===== src/rtl/game_flow_ctrl.sv =====
// rtl/game_flow_ctrl.sv - round-sequencing FSM for the memory-pattern game
module game_flow_ctrl #(
    parameter int SHOW_TICKS    = 8,
    parameter int GAP_TICKS     = 4,
    parameter int INPUT_TIMEOUT = 64,
    parameter int FAIL_HOLD     = 4,
    parameter int MAX_ROUND     = 5,
    parameter int MAX_LEN       = 12
) (
    input  logic       clk,
    input  logic       rst_n,
    input  logic       start,
    input  logic       btn_valid,
    input  logic [1:0] btn_code,
    input  logic [3:0] difficulty_k,
    input  logic [2:0] current_round,
    output logic [3:0] led_onehot,
    output logic       round_clear,
    output logic       game_fail,
    output logic       game_reset,
    output logic       game_over,
    output logic [2:0] fsm_state
);
    localparam int T_A = (SHOW_TICKS > GAP_TICKS) ? SHOW_TICKS : GAP_TICKS;
    localparam int T_B = (INPUT_TIMEOUT > FAIL_HOLD) ? INPUT_TIMEOUT : FAIL_HOLD;
    localparam int TW  = $clog2(((T_A > T_B) ? T_A : T_B) + 1);
    localparam int IW  = $clog2(MAX_LEN + 1);

    typedef enum logic [2:0] {
        S_IDLE     = 3'd0,
        S_GEN      = 3'd1,
        S_SHOW_ON  = 3'd2,
        S_SHOW_OFF = 3'd3,
        S_WAIT_IN  = 3'd4,
        S_CLEAR    = 3'd5,
        S_FAIL     = 3'd6,
        S_DONE     = 3'd7
    } state_t;

    state_t          state_q, state_d;
    logic [IW-1:0]   idx_q, idx_d;
    logic [IW-1:0]   len_q, len_d;
    logic [TW-1:0]   timer_q, timer_d;
    logic [15:0]     lfsr_q, lfsr_d;
    logic            last_round_q, last_round_d;
    logic [1:0]      pat_q [MAX_LEN];
    logic            pat_we;
    logic [1:0]      pat_wdata;
    logic [IW-1:0]   len_k;
    logic [IW-1:0]   len_cur;

    always_ff @(posedge clk or negedge rst_n) begin
        if (!rst_n) begin
            state_q      <= S_IDLE;
            idx_q        <= '0;
            len_q        <= '0;
            timer_q      <= '0;
            lfsr_q       <= 16'hACE1;
            last_round_q <= 1'b0;
        end else begin
            state_q      <= state_d;
            idx_q        <= idx_d;
            len_q        <= len_d;
            timer_q      <= timer_d;
            lfsr_q       <= lfsr_d;
            last_round_q <= last_round_d;
        end
    end

    // Pattern storage needs no reset; every entry is rewritten in GEN before it is read.
    always_ff @(posedge clk) begin
        if (pat_we) begin
            pat_q[idx_q] <= pat_wdata;
        end
    end

    always_comb begin
        if (difficulty_k == 4'd0) begin
            len_k = IW'(1);
        end else if (32'(difficulty_k) > MAX_LEN) begin
            len_k = IW'(MAX_LEN);
        end else begin
            len_k = IW'(difficulty_k);
        end
        // idx is zero only on the first GEN cycle, where len_q is not yet valid.
        len_cur = (idx_q == '0) ? len_k : len_q;
    end

    always_comb begin
        state_d      = state_q;
        idx_d        = idx_q;
        len_d        = len_q;
        timer_d      = timer_q;
        last_round_d = last_round_q;
        lfsr_d       = {lfsr_q[0] ^ lfsr_q[2] ^ lfsr_q[3] ^ lfsr_q[5], lfsr_q[15:1]};
        pat_we       = 1'b0;
        pat_wdata    = lfsr_q[1:0];
        case (state_q)
            S_IDLE, S_DONE: begin
                if (start) begin
                    state_d = S_GEN;
                    idx_d   = '0;
                    timer_d = '0;
                end
            end
            S_GEN: begin
                pat_we = 1'b1;
                if (idx_q == '0) begin
                    len_d = len_k;
                end
                if (idx_q == len_cur - 1'b1) begin
                    state_d = S_SHOW_ON;
                    idx_d   = '0;
                    timer_d = '0;
                end else begin
                    idx_d = idx_q + 1'b1;
                end
            end
            S_SHOW_ON: begin
                if (timer_q == TW'(SHOW_TICKS - 1)) begin
                    state_d = S_SHOW_OFF;
                    timer_d = '0;
                end else begin
                    timer_d = timer_q + 1'b1;
                end
            end
            S_SHOW_OFF: begin
                if (timer_q == TW'(GAP_TICKS - 1)) begin
                    timer_d = '0;
                    if (idx_q == len_q - 1'b1) begin
                        state_d = S_WAIT_IN;
                        idx_d   = '0;
                    end else begin
                        state_d = S_SHOW_ON;
                        idx_d   = idx_q + 1'b1;
                    end
                end else begin
                    timer_d = timer_q + 1'b1;
                end
            end
            S_WAIT_IN: begin
                if (btn_valid) begin
                    timer_d = '0;
                    if (btn_code == pat_q[idx_q]) begin
                        if (idx_q == len_q - 1'b1) begin
                            state_d      = S_CLEAR;
                            idx_d        = '0;
                            last_round_d = (32'(current_round) >= MAX_ROUND);
                        end else begin
                            idx_d = idx_q + 1'b1;
                        end
                    end else begin
                        state_d      = S_FAIL;
                        idx_d        = '0;
                        last_round_d = (32'(current_round) >= MAX_ROUND);
                    end
                end else if (timer_q == TW'(INPUT_TIMEOUT - 1)) begin
                    state_d      = S_FAIL;
                    idx_d        = '0;
                    timer_d      = '0;
                    last_round_d = (32'(current_round) >= MAX_ROUND);
                end else begin
                    timer_d = timer_q + 1'b1;
                end
            end
            S_CLEAR: begin
                state_d = last_round_q ? S_DONE : S_GEN;
                idx_d   = '0;
                timer_d = '0;
            end
            S_FAIL: begin
                if (timer_q == TW'(FAIL_HOLD - 1)) begin
                    state_d = last_round_q ? S_DONE : S_GEN;
                    idx_d   = '0;
                    timer_d = '0;
                end else begin
                    timer_d = timer_q + 1'b1;
                end
            end
            default: begin
                state_d = S_IDLE;
            end
        endcase
    end

    always_comb begin
        led_onehot  = 4'h0;
        round_clear = 1'b0;
        game_fail   = 1'b0;
        game_over   = 1'b0;
        game_reset  = 1'b0;
        fsm_state   = state_q;
        case (state_q)
            S_IDLE:    game_reset  = start & rst_n;
            S_SHOW_ON: led_onehot  = 4'b0001 << pat_q[idx_q];
            S_CLEAR:   round_clear = 1'b1;
            S_FAIL:    game_fail   = 1'b1;
            S_DONE: begin
                game_over  = 1'b1;
                led_onehot = 4'hF;
                game_reset = start & rst_n;
            end
            default: begin
                led_onehot = 4'h0;
            end
        endcase
    end
endmodule


===== config.mk =====
export PLATFORM = sky130hd
export DESIGN_NAME = game_flow_ctrl
export DESIGN_NICKNAME = d
export VERILOG_FILES = /design/src/rtl/game_flow_ctrl.sv
export SDC_FILE = /design/constraint.sdc
export NUM_CORES = 1
export LEC_CHECK = 0
export CAP_MARGIN = 20
export CORE_MARGIN = 4
export CORE_UTILIZATION = 44
export DETAILED_ROUTE_END_ITERATION = 10
export HOLD_SLACK_MARGIN = 0.06
export PLACE_DENSITY = 0.74
export SLEW_MARGIN = 20
export SYNTH_ARGS = -nofsm -noshare
export SYNTH_HDL_FRONTEND = slang
export SYNTH_SLANG_ARGS = --single-unit

===== constraint.sdc =====
create_clock -name clk -period 5.9 [get_ports clk]
set_input_delay 1.18 -clock clk [delete_from_list [all_inputs] [get_ports clk]]
set_output_delay 1.18 -clock clk [all_outputs]
set_load 0.01 [all_outputs]

==> results.md <==
* Num CTS Buffers at 9
* Max Fanout on Critical Path at 17
* Status: completed
* Most frequent CP cell: o21ai_0
* Cells after DPL at 391
* Grt total ovfl at 0
* Part of the power in registers at 35.4%
* Reg2Reg Capture Point: fsm_state[1]
* Max transition margin at 37.0%
* Register area share after synthesis at 51.1%
* Clock Sinks at 59
* Most common cell in the netlist: nand2_1
* # setup viols final at 0
* Pwr per Cell Area at 491 nW/um^2
* Ports at 24
* First drt pass iteration count at 4
* Final Cell Area at 3600 um^2
* ANT cells at 0
* Worst setup path startpoint: idx_q[1]
* Area delta synth->final at 14.4%
* Crit-path cells: mux2i_1 -> mux4_2 -> o21ai_0 -> nand2_1 -> o21ai_0 -> clkdlybuf4s50_1
* Largest net degree at the start of global routing at 37
* Hold endpoint: lfsr_q[8]
* Cell Area, Synth at 3150 um^2
* Port bufs at 23
* Final net count at 326
* Max layer used: met4
* R2R Path Start: idx_q[1]
* EDFF count, synth at 24
* Post-CTS sizing at 0
* Routed met1 length at 2670 um
* Switching part of the total at 41.8%
* Max-Cap Viols at 0
* Antenna Nets Post-Route at 0
* Largest stage delay, worst path at 850 ps
* Synth unique cells at 52
* Hold_buf cts at 0
* Vias in the first global route at 2172
* P_leak at 1.36 nW
* FF-to-FF path depth at 12
* Crit Path Category: reg -> out
* R2R Setup Slk at 2090 ps
* Synth top area share at 22.9%
* # Post-CTS Setup Buffers at 0
* CTS max path bufs at 2
* Largest area contributor in the netlist: edfxtp_1
* Clock slew seen by the registers of the worst setup and hold paths at 80 ps
* Maximum vdd drop at 0.156 mV
* First-pass GRT wire length at 10400 um
* GRT Util Overall at 15.9%
* Synth Area per Inst at 11.1 um^2
* Final Util at 52.4%
* Buf+Inv Stages, Crit Path at 1
* Routed wire length at 6180 um
* Synth Instances at 283
* Via density at 5.47
* Ys flop type: dfrtp_1
* Max-slew violation count at 0
* Final std cells w/o fill at 407
* Fin crit share at 72.6%
* Hold Crit Start: lfsr_q[9]
* Initial antenna violation count at 0
* RSZ-0062 raised after global routing: no
* Largest cells by area after synthesis: edfxtp_1, dfrtp_1, dfstp_2
* Fin crit period at 4280 ps
* Commonest cells in the netlist: nand2_1, dfrtp_1, edfxtp_1
* Seq cells post-synth at 59
* Drt wl/cell at 15.2 um
* Initial Utilization at 45.8%
* Fill count at 612
* DR WL met2 at 3100 um
* Multi-input gate area at 1400 um^2
* Asr flop ratio synth at 59.3%
* Worst Path Required at 4720 ps
* Share of cells above drive strength 1 at 13.2%
* Final setup TNS at 0 ps
* Die X at 92.6 um
* DR vias at 2226
* Clk_skew at 12.7 ps
* Root Driver: clkbuf_8
* Sw Pwr at 739 uW
* Routability cong. at 0.791
* Initial DRC count at 182
* WL met3 at 273 um
* Critical Path AT at 3100 ps
* Post-Syn Nets at 303
* Slowest CP cell: dfrtp_1
* Top achievable clock speed at 233 MHz
* DRC violations left at 0
* Chip height at 92.6 um
* Hold Crit Class: reg -> reg
* Worst Max-Slew Pin Slew at 941 ps
* Hold depth at 0
* Total die area at 8570 um^2
* Synthesis Warnings at 0
* Skew-Pair Late Insertion Delay at 340 ps
* Row count at 30
* Worst setup SP type: flop
* Clock network power share at 19.2%
* Crit path max-delay family: flip-flops
* Comb pwr share at 45.4%
* H-tree depth at 3
* Final Hold Vio Count at 0
* DP HPWL at 4450 um
* Crit. End Element: output port
* CTS tree: yes
* Core footprint at 6870 um^2
* Internal Power at 1.03 mW
* Post-DP Area at 3420 um^2
* Register Area at 1610 um^2
-- power by group through the flow --
stage | clock network [mW] | logic, mW | registers [mW]
2_1_floorplan | 0 | 0.708 | 0.539
3_3_place_gp | 0 | 0.780 | 0.629
3_5_place_dp | 0 | 0.803 | 0.633
4_1_cts | 0.349 | 0.807 | 0.624
5_1_grt | 0.369 | 0.898 | 0.643
6_report | 0.339 | 0.802 | 0.625
-- per-layer routing --
layer / GRT usage, % / up-vias
li1: - / 1081
met1: 19.9 / 1083
met2: 24.9 / 51
met3: 4.79 / 11
met4: 7.80 / 0
met5: 0 / -
-- metrics by stage --
step / power (mW) / setup WS, ps / hold WS (ps)
2_1_floorplan: 1.25 / 2360 / 331
3_3_place_gp: 1.41 / 1580 / 337
3_5_place_dp: 1.44 / 1500 / 336
4_1_cts: 1.78 / 1610 / 354
5_1_grt: 1.91 / 1470 / 360
6_report: 1.77 / 1620 / 352
-- cell type report --
cell class,instances,share of cell area (%)
clock inverters,6,1.29
repair buffers,24,6.60
well taps,96,3.34
clock buffers,10,3.82
flip-flops and latches,59,44.6
multi-input cells,199,39.0
inverters,13,1.36
-- how the worst max path moves through the flow --
stage | end | slack (ps) | cells after the start
after floorplan | fsm_state[1] | 2360 | 10
after CTS | led_onehot[3] | 1610 | 6
after global placement | fsm_state[1] | 1580 | 11
after global routing | led_onehot[3] | 1470 | 6
after detailed placement | fsm_state[1] | 1500 | 11
final | led_onehot[3] | 1620 | 6
-- placed cells by master (no fill, tap or decap), types with 2 or more instances in the layout --
master            n
o22ai_1           2
mux4_2            4
nand3_1          10
xnor2_1           9
o41ai_1           3
nor4b_1           5
o31ai_1           5
nand2b_1          3
and2_1           12
clkbuf_8         10
nor2b_1           5
a211oi_1          2
o211ai_1          4
mux2_2            2
mux2i_1          11
nor4_1            3
xor2_1            5
o21ai_1           7
nand2_1          31
dfstp_2           8
clkdlybuf4s50_1  23
a21oi_1           9
or2_2             2
nor3_1            6
nor3b_4           2
nor2_1           10
inv_6             3
edfxtp_1         24
o21ai_0          17
a22oi_1           2
dfrtp_1          27
a21boi_0          2
inv_1            13
o21a_1            2
ha_1              7
nor3_4            2
-- state kept, by name, summed over array words and instances (netlist names) --
signal        flops
last_round_q      1
pat_q            24
fsm_state         3
len_q             4
timer_q           7
lfsr_q           16
idx_q             4
-- cell families (layout without fill, tap and decap cells) --
family | Yosys count | count (layout) | share of synthesized area, %
AOI/OAI and AO/OA | 60 | 60 | 12.1
xor gates and xnor gates | 14 | 14 | 3.90
adders and majority gates | 8 | 8 | 3.10
buffers and inverters | 25 | 53 | 4.33
DFF | 59 | 59 | 51.1
muxes | 18 | 18 | 7.44
and+or+nand+nor | 99 | 99 | 18.1
-- worst reg2reg max path, cell delays in order (launching register included) --
cell and delay, ps:
dfrtp_1 670, inv_1 200, ha_1 340, nor3b_4 400, nor2_1 70, a21oi_1 130, ha_1 250, xnor2_1 120
nor4b_1 420, nand4_1 140, o2bb2ai_1 310, nor3b_4 290, mux2_1 350
No activity file was read; power rests on OpenSTA's default activity.
